## src/rtl/pipe_pkg.sv

```systemverilog
// Shared definitions for the 5-stage pipeline control slice: instruction field
// positions, NOP, forwarding-select encodings and opcode-class helpers.
package pipe_pkg;

  localparam int OP_MSB   = 31;
  localparam int OP_LSB   = 24;
  localparam int DEST_MSB = 23;
  localparam int DEST_LSB = 20;
  localparam int SRC1_MSB = 19;
  localparam int SRC1_LSB = 16;
  localparam int SRC2_MSB = 15;
  localparam int SRC2_LSB = 12;

  localparam logic [31:0] NOP = 32'h0;

  localparam logic [1:0] FWD_RF = 2'd0;
  localparam logic [1:0] FWD_E  = 2'd1;
  localparam logic [1:0] FWD_M  = 2'd2;
  localparam logic [1:0] FWD_W  = 2'd3;

  typedef enum logic [1:0] {
    UPD_NORMAL,
    UPD_STALL,
    UPD_FLUSH,
    UPD_FREEZE
  } upd_e;

  function automatic logic [7:0] op_of(input logic [31:0] ins);
    return ins[OP_MSB:OP_LSB];
  endfunction

  function automatic logic [3:0] dest_of(input logic [31:0] ins);
    return ins[DEST_MSB:DEST_LSB];
  endfunction

  function automatic logic [3:0] src1_of(input logic [31:0] ins);
    return ins[SRC1_MSB:SRC1_LSB];
  endfunction

  function automatic logic [3:0] src2_of(input logic [31:0] ins);
    return ins[SRC2_MSB:SRC2_LSB];
  endfunction

  function automatic logic writes_reg(input logic [31:0] ins);
    logic [7:0] op;
    op = op_of(ins);
    return (op[5:3] != 3'b000) && (op[6:3] != 4'b1000);
  endfunction

  function automatic logic is_load(input logic [31:0] ins);
    logic [7:0] op;
    op = op_of(ins);
    return op[6:3] == 4'b1001;
  endfunction

  function automatic logic is_store(input logic [31:0] ins);
    logic [7:0] op;
    op = op_of(ins);
    return op[6:3] == 4'b1000;
  endfunction

  function automatic logic uses_src1(input logic [31:0] ins);
    logic [7:0] op;
    op = op_of(ins);
    return op[2];
  endfunction

  function automatic logic uses_src2(input logic [31:0] ins);
    return op_of(ins) != 8'h00;
  endfunction

endpackage

```

## src/rtl/pipe_hazard_unit.sv

```systemverilog
// Combinational load-use stall and D-operand forwarding selects from the
// registered D/E/M/W opcodes; zero latency, no flow control of its own.
module pipe_hazard_unit
  import pipe_pkg::*;
#(
  parameter int ZERO_REG = 1
) (
  input  logic [31:0] opcode_D,
  input  logic [31:0] opcode_E,
  input  logic [31:0] opcode_M,
  input  logic [31:0] opcode_W,
  output logic        stall,
  output logic [1:0]  fwd_sel_a,
  output logic [1:0]  fwd_sel_b
);

  function automatic logic dest_hit(input logic [31:0] stage, input logic [3:0] src);
    return writes_reg(stage) && (dest_of(stage) == src) &&
           !((ZERO_REG != 0) && (src == 4'd0));
  endfunction

  // A load in E has no result yet, so it falls through to older stages.
  function automatic logic [1:0] pick(input logic [3:0] src);
    if (dest_hit(opcode_E, src) && !is_load(opcode_E)) return FWD_E;
    else if (dest_hit(opcode_M, src))                   return FWD_M;
    else if (dest_hit(opcode_W, src))                   return FWD_W;
    else                                                return FWD_RF;
  endfunction

  always_comb begin
    fwd_sel_a = pick(src1_of(opcode_D));
    fwd_sel_b = pick(src2_of(opcode_D));
    stall     = is_load(opcode_E) && writes_reg(opcode_E) &&
                ((uses_src1(opcode_D) && dest_hit(opcode_E, src1_of(opcode_D))) ||
                 (uses_src2(opcode_D) && dest_hit(opcode_E, src2_of(opcode_D))));
  end

endmodule

```

## src/rtl/pipe_ctrl.sv

```systemverilog
// Pipeline control: owns ip and D/E/M/W opcodes; freeze > flush > stall > advance.
// Fetch-to-W latency 4 cycles plus one per stall/freeze; PIPE_CTRL_PERF_EN adds saturating counters.
module pipe_ctrl
  import pipe_pkg::*;
#(
  parameter int                 IADDR_W   = 8,
  parameter logic [IADDR_W-1:0] RESET_VEC = '0,
  parameter int                 ZERO_REG  = 1,
  parameter int                 CNT_W     = 32
) (
  input  logic               clk,
  input  logic               reset,
  input  logic [31:0]        instr,
  output logic [IADDR_W-1:0] imem_addr,
  output logic               imem_rden,
  input  logic               branch_taken,
  input  logic [IADDR_W-1:0] branch_target,
  input  logic               ex_busy,
  output logic [31:0]        opcode_D,
  output logic [31:0]        opcode_E,
  output logic [31:0]        opcode_M,
  output logic [31:0]        opcode_W,
  output logic [1:0]         fwd_sel_a,
  output logic [1:0]         fwd_sel_b,
  output logic               stall,
  output logic               freeze,
  output logic               flush,
  output logic [CNT_W-1:0]   cnt_cycles,
  output logic [CNT_W-1:0]   cnt_stall,
  output logic [CNT_W-1:0]   cnt_flush
);

  logic [IADDR_W-1:0] ip;
  logic               stall_raw;
  upd_e               upd;

  pipe_hazard_unit #(.ZERO_REG(ZERO_REG)) u_hazard (
    .opcode_D  (opcode_D),
    .opcode_E  (opcode_E),
    .opcode_M  (opcode_M),
    .opcode_W  (opcode_W),
    .stall     (stall_raw),
    .fwd_sel_a (fwd_sel_a),
    .fwd_sel_b (fwd_sel_b)
  );

  always_comb begin
    upd = UPD_NORMAL;
    if (ex_busy)           upd = UPD_FREEZE;
    else if (branch_taken) upd = UPD_FLUSH;
    else if (stall_raw)    upd = UPD_STALL;
  end

  assign freeze    = ex_busy;
  assign flush     = branch_taken & ~ex_busy;
  assign stall     = (upd == UPD_STALL);
  assign imem_rden = ~(freeze | stall);
  assign imem_addr = ip;

  always_ff @(posedge clk or posedge reset) begin
    if (reset) begin
      ip       <= RESET_VEC;
      opcode_D <= NOP;
      opcode_E <= NOP;
      opcode_M <= NOP;
      opcode_W <= NOP;
    end else begin
      opcode_W <= opcode_M;
      case (upd)
        UPD_FREEZE: opcode_M <= NOP;
        UPD_FLUSH: begin
          ip       <= branch_target;
          opcode_D <= NOP;
          opcode_E <= NOP;
          opcode_M <= opcode_E;
        end
        UPD_STALL: begin
          opcode_E <= NOP;
          opcode_M <= opcode_E;
        end
        default: begin
          ip       <= ip + {{(IADDR_W-1){1'b0}}, 1'b1};
          opcode_D <= instr;
          opcode_E <= opcode_D;
          opcode_M <= opcode_E;
        end
      endcase
    end
  end

`ifdef PIPE_CTRL_PERF_EN
  localparam logic [CNT_W-1:0] CNT_MAX = '1;
  localparam logic [CNT_W-1:0] CNT_ONE = {{(CNT_W-1){1'b0}}, 1'b1};

  logic [CNT_W-1:0] cyc_q, stl_q, fls_q;

  always_ff @(posedge clk or posedge reset) begin
    if (reset) begin
      cyc_q <= '0;
      stl_q <= '0;
      fls_q <= '0;
    end else begin
      if (cyc_q != CNT_MAX)                      cyc_q <= cyc_q + CNT_ONE;
      if ((stall | freeze) && (stl_q != CNT_MAX)) stl_q <= stl_q + CNT_ONE;
      if (flush && (fls_q != CNT_MAX))           fls_q <= fls_q + CNT_ONE;
    end
  end

  assign cnt_cycles = cyc_q;
  assign cnt_stall  = stl_q;
  assign cnt_flush  = fls_q;
`else
  assign cnt_cycles = '0;
  assign cnt_stall  = '0;
  assign cnt_flush  = '0;
`endif

endmodule

```

## config.mk

```make
export PLATFORM = sky130hd
export DESIGN_NAME = pipe_ctrl
export DESIGN_NICKNAME = d
export VERILOG_FILES = /design/src/rtl/pipe_pkg.sv /design/src/rtl/pipe_hazard_unit.sv /design/src/rtl/pipe_ctrl.sv
export SDC_FILE = /design/constraint.sdc
export NUM_CORES = 1
export LEC_CHECK = 0
export BUFFER_PORTS_ARGS = -buffer_cell sky130_fd_sc_hd__buf_2
export CAP_MARGIN = 15
export CORE_ASPECT_RATIO = 0.7
export CORE_UTILIZATION = 47
export DETAILED_ROUTE_END_ITERATION = 10
export GPL_TIMING_DRIVEN = 0
export PLACE_DENSITY = 0.9
export SYNTH_ARGS = -nofsm -noshare
export SYNTH_HDL_FRONTEND = slang
export SYNTH_SLANG_ARGS = --single-unit
```

## constraint.sdc

```tcl
create_clock -name clk -period 5.14 [get_ports clk]
set_input_delay 0.514 -clock clk [delete_from_list [all_inputs] [get_ports clk]]
set_output_delay 0.514 -clock clk [all_outputs]
set_load 0.02 [all_outputs]
```

=== Word level (Yosys, flattened, before mapping) ===
Index checks and enable logic that the tools add are counted.

* Logic and storage cells: 69
* Output and inout bits: 240
* Input bits: 44
* Bits in registers: 136

* Bitwise operators: 4
* Add/subtract/negate cells: 1
* Mux-type cells: 13
* Equality and inequality tests: 13
* Reduce and logical (&&, ||, !) cells: 33

{| class="wikitable"
|+ Operators by type and width
! kind !! number
|-
| 32-bit one-hot mux with 2 select lines || 2
|-
| 32-bit two-way mux || 1
|-
| 4-bit == test || 6
|-
| 1-bit logical AND || 21
|-
| 2-bit two-way mux || 8
|-
| 8-bit one-hot mux with 2 select lines || 1
|-
| 4-bit != test, second input constant || 3
|-
| 3-bit nonzero test || 3
|-
| 8-bit by 1-bit adder with 8-bit output, second input constant || 1
|-
| 4-bit logical NOT || 2
|-
| 8-bit nonzero test || 1
|-
| 2-bit == test, second input constant || 2
|-
| 4-bit == test, second input constant || 1
|-
| 2-bit OR reduction || 2
|-
| 1-bit logical NOT || 3
|-
| 2-bit by 1-bit == test with 1-bit output, second input constant || 1
|-
| 1-bit NOT || 2
|-
| 1-bit bitwise AND || 1
|-
| 1-bit logical OR || 1
|-
| 1-bit two-way mux || 1
|-
| 1-bit bitwise OR || 1
|}

=== Depth between registers and ports, before layout ===
* Word-level depth: 13
* Depth in mapped cells: 14
* Depth with buffers taken out: 8

=== Hierarchy ===
Synthesis repeated with hierarchy kept, for this count alone.

* Cells, all modules: 611
* Area, all modules: 6197.2 um^2

{| class="wikitable"
|+ Modules (own cells, without submodules)
! module !! seq. area each (um^2) !! cells each !! times used !! area each (um^2)
|-
| pipe_ctrl || 3403.3 || 541 || 1 || 5691.7
|-
| pipe_hazard_unit || 0.0 || 70 || 1 || 505.5
|}

=== Worst setup path after synthesis ===
No wires, ideal clock.

* Kind: register to output
* Start point: register opcode_D[13]
* End point: output imem_rden
* Path slack: 2064 ps
* Arrival: 2562 ps
* Data required time: 4626 ps
* Stages on the path, launching flop included: 11
* Path buffers: 3
* Cell sequence: dfrtp_1 buf_6 or4_4 nand3_2 nor3_2 o211a_4 or2_1 buf_6 buf_6 ha_1 nor2_1

* Longest elaborated chain between the ends: 12
* Elaborated cells between the ends (all ways): 14
* Those cells by class: eq/ne (2); mux (3); bitwise (2); reduce/logical (7)

{| class="wikitable"
|+ RTL lines
! item !! RTL line !! source
|-
| start: declaration || pipe_ctrl.sv:19 || <nowiki>output logic [31:0] opcode_D,</nowiki>
|-
| start signal: assignment || pipe_ctrl.sv:83 || <nowiki>opcode_D <= instr;</nowiki>
|-
| 4-bit == test or 4-bit logical NOT (tied branches) || pipe_hazard_unit.sv:18, pipe_hazard_unit.sv:19 ||
|-
| 1-bit logical AND or 1-bit logical NOT (tied branches) || pipe_hazard_unit.sv:18, pipe_hazard_unit.sv:19 ||
|-
| 1-bit logical AND * || pipe_hazard_unit.sv:18 || <nowiki>return writes_reg(stage) && (dest_of(stage) == src) &&</nowiki>
|-
| 1-bit logical AND * || pipe_hazard_unit.sv:35 || <nowiki>(uses_src2(opcode_D) && dest_hit(opcode_E, src2_of(opcode_D))));</nowiki>
|-
| 1-bit logical OR * || pipe_hazard_unit.sv:34 || <nowiki>((uses_src1(opcode_D) && dest_hit(opcode_E, src1_of(opcode_D))) ||</nowiki>
|-
| 1-bit logical AND * || pipe_hazard_unit.sv:33 || <nowiki>stall = is_load(opcode_E) && writes_reg(opcode_E) &&</nowiki>
|-
| 1-bit two-way mux * || pipe_ctrl.sv:51 || <nowiki>else if (stall_raw) upd = UPD_STALL;</nowiki>
|-
| 2-bit two-way mux * || pipe_ctrl.sv:50 || <nowiki>else if (branch_taken) upd = UPD_FLUSH;</nowiki>
|-
| 2-bit two-way mux * || pipe_ctrl.sv:49 || <nowiki>if (ex_busy) upd = UPD_FREEZE;</nowiki>
|-
| 2-bit by 1-bit == test with 1-bit output * || pipe_ctrl.sv:56 || <nowiki>assign stall = (upd == UPD_STALL);</nowiki>
|-
| net stall || pipe_ctrl.sv:25 || <nowiki>output logic stall,</nowiki>
|-
| 1-bit bitwise OR * || pipe_ctrl.sv:57 || <nowiki>assign imem_rden = ~(freeze | stall);</nowiki>
|-
| 1-bit NOT * || pipe_ctrl.sv:57 ||
|-
| end: declaration || pipe_ctrl.sv:15 || <nowiki>output logic imem_rden,</nowiki>
|}

Mark *: on every way through the listed nets, which the timed path passes. The rest lies on a longest branch.

=== Worst setup path in the final report ===
* Start point: register opcode_D[12]
* End point: register opcode_E[6]

* Longest elaborated chain between the ends: 12
* Elaborated cells between the ends (all ways): 16
* Those cells by class: eq/ne (4); mux (4); reduce/logical (8)

{| class="wikitable"
|+ RTL lines
! item !! RTL line !! source
|-
| 4-bit == test or 4-bit logical NOT (tied branches) || pipe_hazard_unit.sv:18, pipe_hazard_unit.sv:19 ||
|-
| 1-bit logical AND or 1-bit logical NOT (tied branches) || pipe_hazard_unit.sv:18, pipe_hazard_unit.sv:19 ||
|-
| 1-bit logical AND * || pipe_hazard_unit.sv:18 ||
|-
| 1-bit logical AND * || pipe_hazard_unit.sv:35 ||
|-
| 1-bit logical OR * || pipe_hazard_unit.sv:34 ||
|-
| 1-bit logical AND * || pipe_hazard_unit.sv:33 ||
|-
| 1-bit two-way mux * || pipe_ctrl.sv:51 ||
|-
| 2-bit two-way mux * || pipe_ctrl.sv:50 ||
|-
| 2-bit two-way mux * || pipe_ctrl.sv:49 ||
|-
| 2-bit by 1-bit == test with 1-bit output or 2-bit == test (tied branches) || pipe_ctrl.sv:69 || <nowiki>case (upd)</nowiki>
|-
| 2-bit OR reduction (no line) || n/a ||
|-
| 32-bit one-hot mux with 2 select lines || pipe_ctrl.sv:69 ||
|-
| end signal: assignment || pipe_ctrl.sv:84 || <nowiki>opcode_E <= opcode_D;</nowiki>
|-
| end: declaration || pipe_ctrl.sv:20 || <nowiki>output logic [31:0] opcode_E,</nowiki>
|}

Mark *: on every way between the ends. The rest lies on a longest branch, timed or not.
A chain may end at the register's enable or synchronous reset.

==> impl_metrics.env <==
export IMPL_cts_resized=0
export IMPL_r2r_end="opcode_E[6]"
export IMPL_clockPowerShare=0.404
export IMPL_slew_headroom=0.392
export IMPL_cell_internal_pwr_mw=2.10
export IMPL_grt_start_max_net_pins=72
export IMPL_yosys_warnings=0
export IMPL_synth_seq_cells=136
export IMPL_reg2reg_slack_ps=1360
export IMPL_nFillCells=1020
export IMPL_peakVddDrop_v=0.000222
export IMPL_initial_core_util=0.488
export IMPL_worst_slew_pin_slew_ps=905
export IMPL_min_period_over_period=0.735
export IMPL_cts_buffers=17
export IMPL_wl_um=15800
export IMPL_slew_violations=0
export IMPL_via_per_inst=4.69
export IMPL_wl_per_cell_um=15.4
export IMPL_dieArea_um2=13500
export IMPL_synthToLayoutAreaGrowth_pct=34.6
export IMPL_netlist_instances=550
export IMPL_ctsHtreeMaxLevel=4
export IMPL_cap_violations=0
export IMPL_critical_path_class="flip-flop to flip-flop"
export IMPL_drt_iter0_drc=309
export IMPL_place_congestion=0.907
export IMPL_finalHoldViolCount=0
export IMPL_critPathCaptureType="flip-flop"
export IMPL_swShare=0.302
export IMPL_reg2reg_depth=14
export IMPL_power_leakage_nw=4.66
export IMPL_p_sw_mw=0.906
export IMPL_hold_class="input pin to asynchronous set/reset pin"
export IMPL_fin_area_um2=8250
export IMPL_endpoint="opcode_E[6]"
export IMPL_drt_pass1_iterations=8
export IMPL_fmax_mhz=265
export IMPL_grt_total_usage=0.237
export IMPL_cts_hold_buffers=0
export IMPL_powerDensity_nw_per_um2=364
export IMPL_syn_area_per_cell_um2=11.1
export IMPL_seq_area_um2=3400
export IMPL_cts_tree="built"
export IMPL_place_hpwl_um=12100
export IMPL_setup_viol=0
export IMPL_cp_startpoint="opcode_D[12]"
export IMPL_antenna_found_initial=0
export IMPL_nNetsFinal=899
export IMPL_clk_path_buf_depth=2
export IMPL_drc=34
export IMPL_seq_power_share=0.405
export IMPL_total_power_mw=3.00
export IMPL_violations="DRC"
export IMPL_pwr_share_comb=0.191
export IMPL_cp_arrival_ps=4080
export IMPL_whs_ps=186
export IMPL_fin_crit_ps=3780
export IMPL_die_x_um=138
export IMPL_required_ps=5440
export IMPL_path_max_fanout=12
export IMPL_num_vias=4814
export IMPL_rsz0062_at_grt="false"
export IMPL_clock_sinks=136
export IMPL_synthesis_area_um2=6130
export IMPL_status="finished with violations"
export IMPL_fin_skew_ps=8.72
export IMPL_path_clk_slew_ps=60
export IMPL_die_height_um=97.5
export IMPL_antennaDiodeCount=0
export IMPL_root_buffer="clkbuf_16"
export IMPL_startpoint_type="flip-flop"
export IMPL_cts_setup_buffers=0
export IMPL_row_count=34
export IMPL_core_um2=12500
export IMPL_antenna_left=0
export IMPL_synth_distinct_cells=46
export IMPL_grt_pass1_wl_um=24600
export IMPL_final_layout_size_suffix_gt1_frac=0.391
export IMPL_grt_overflow=0
export IMPL_postPlaceCellArea_um2=7650
export IMPL_io_pins=284
export IMPL_reg2reg_from="opcode_D[12]"
export IMPL_worstSkewPairLatency_ps=400
export IMPL_grt_pass1_vias=4578
export IMPL_portBuffers=186
export IMPL_multiInputGateArea_um2=2170
export IMPL_yosysSeqAreaShare=0.555
[through the flow]
stage / setup WS (ps) / std cells / util / TNS (ps)
5_1_grt: 1080 / 1026 / 0.657 / 0
3_5_place_dp: 1340 / 994 / 0.610 / 0
2_1_floorplan: 987 / 645 / - / 0
6_report: 1360 / 1026 / 0.657 / 0
3_3_place_gp: -360 / 993 / 0.607 / -47380
4_1_cts: 1310 / 1026 / 0.657 / 0
[layout make-up]
cell class | instances | area share
repair buffers | 187 | 0.116
clock buffers | 18 | 0.0532
clock inverters | 14 | 0.0194
well taps | 162 | 0.0246
inverters | 5 | 0.00288
plain buffers | 129 | 0.109
multi-input cells | 375 | 0.263
flip-flops and latches | 136 | 0.413
[synthesized netlist by cell type, drive strengths merged]
library cell	count	area share
a21o	2	0.0024
a21oi	5	0.0041
a221o	2	0.0033
a22o	32	0.046
a22oi	3	0.0037
a311o	1	0.0016
a31oi	1	0.0010
a32oi	1	0.0014
and2	3	0.0031
and3	4	0.0041
buf	110	0.13
clkbuf	19	0.012
conb	1	0.00061
dfrtp	136	0.56
ha	4	0.0082
inv	5	0.0031
mux2i	1	0.0016
nand2	37	0.023
nand2b	32	0.033
nand3	9	0.0082
nand3b	1	0.0012
nand4b	1	0.0014
nor2	13	0.0080
nor2b	34	0.035
nor3	6	0.0057
nor3b	1	0.0012
nor4	9	0.012
o211a	1	0.0029
o21a	1	0.0012
o21ai	36	0.029
o311ai	3	0.0043
o31a	1	0.0014
o31ai	3	0.0037
o32ai	1	0.0014
or2	4	0.0041
or4	3	0.0043
xnor2	12	0.017
xor2	12	0.017
[worst min-delay path by stage]
stage	end	startpoint	slack, ps
final	opcode_M[8]	reset	190
after global routing	opcode_M[8]	reset	230
after CTS	opcode_M[8]	reset	200
after detailed placement	opcode_W[18]	opcode_M[18]	350
after global placement	opcode_W[30]	opcode_M[30]	350
after floorplan	opcode_W[0]	opcode_M[0]	490
[metal layers]
| layer | GRT usage | part of all wire | vias up |
|---|---|---|---|
| met1 | 0.317 | 0.44 | 2343 |
| met3 | 0.0542 | 0.060 | 8 |
| met4 | 0.0432 | 0.0045 | 0 |
| li1 | - | - | 2264 |
| met2 | 0.399 | 0.49 | 199 |
| met5 | 0 | 0 | - |
[power by group through the flow]
stage                     Clock (mW)  Sequential (mW)  Combinational [mW]
after floorplan                    0             1.32               0.306
after global placement             0             1.23               0.557
after detailed placement           0             1.23               0.569
after CTS                       1.24             1.22               0.570
after global routing            1.29             1.23               0.615
final                           1.22             1.22               0.573
[kinds of logic (layout without fill, tap and decap cells)]
logic type / count (synthesis) / after routing / share of synthesized area
fa+ha+maj: 4 / 4 / 0.00817
flops: 136 / 136 / 0.555
other cells: 1 / 96 / 0.000612
compound gates: 93 / 93 / 0.108
buf+inv: 134 / 353 / 0.149
xor+xnor: 24 / 24 / 0.0343
mux: 1 / 1 / 0.00163
simple gates: 157 / 157 / 0.143
[registers in the layout, indices dropped and copies added (netlist names)]
register / cells
imem_addr: 8
opcode_D: 32
opcode_E: 32
opcode_M: 32
opcode_W: 32
[cell usage in the layout (no fill, tap or decap), types with 5 or more instances in the layout]
master and count:
inv_6 7, nand2_1 37, nor4_1 8, dfrtp_1 136
buf_4 97, buf_6 5, nand2b_1 32, a21oi_1 5
buf_2 194, a22o_1 32, nor2_1 13, xor2_1 12
clkbuf_16 17, conb_1 96, nor2b_1 34, nor3_1 5
o21ai_0 34, clkbuf_1 19, xnor2_1 12, nand3_1 8
[critical path, stage by stage, from the launching register on]
cell and delay, ps:
dfrtp_1 340, clkbuf_1 330, xnor2_1 190, nand3_2 120, nor3_2 330, o211a_4 260
or2_1 120, buf_6 150, buf_6 170, ha_1 150, clkbuf_1 350, clkbuf_1 530
clkbuf_1 440, nand2_1 80, o21ai_0 110
Note: power is estimated with default switching activity, not from simulation.
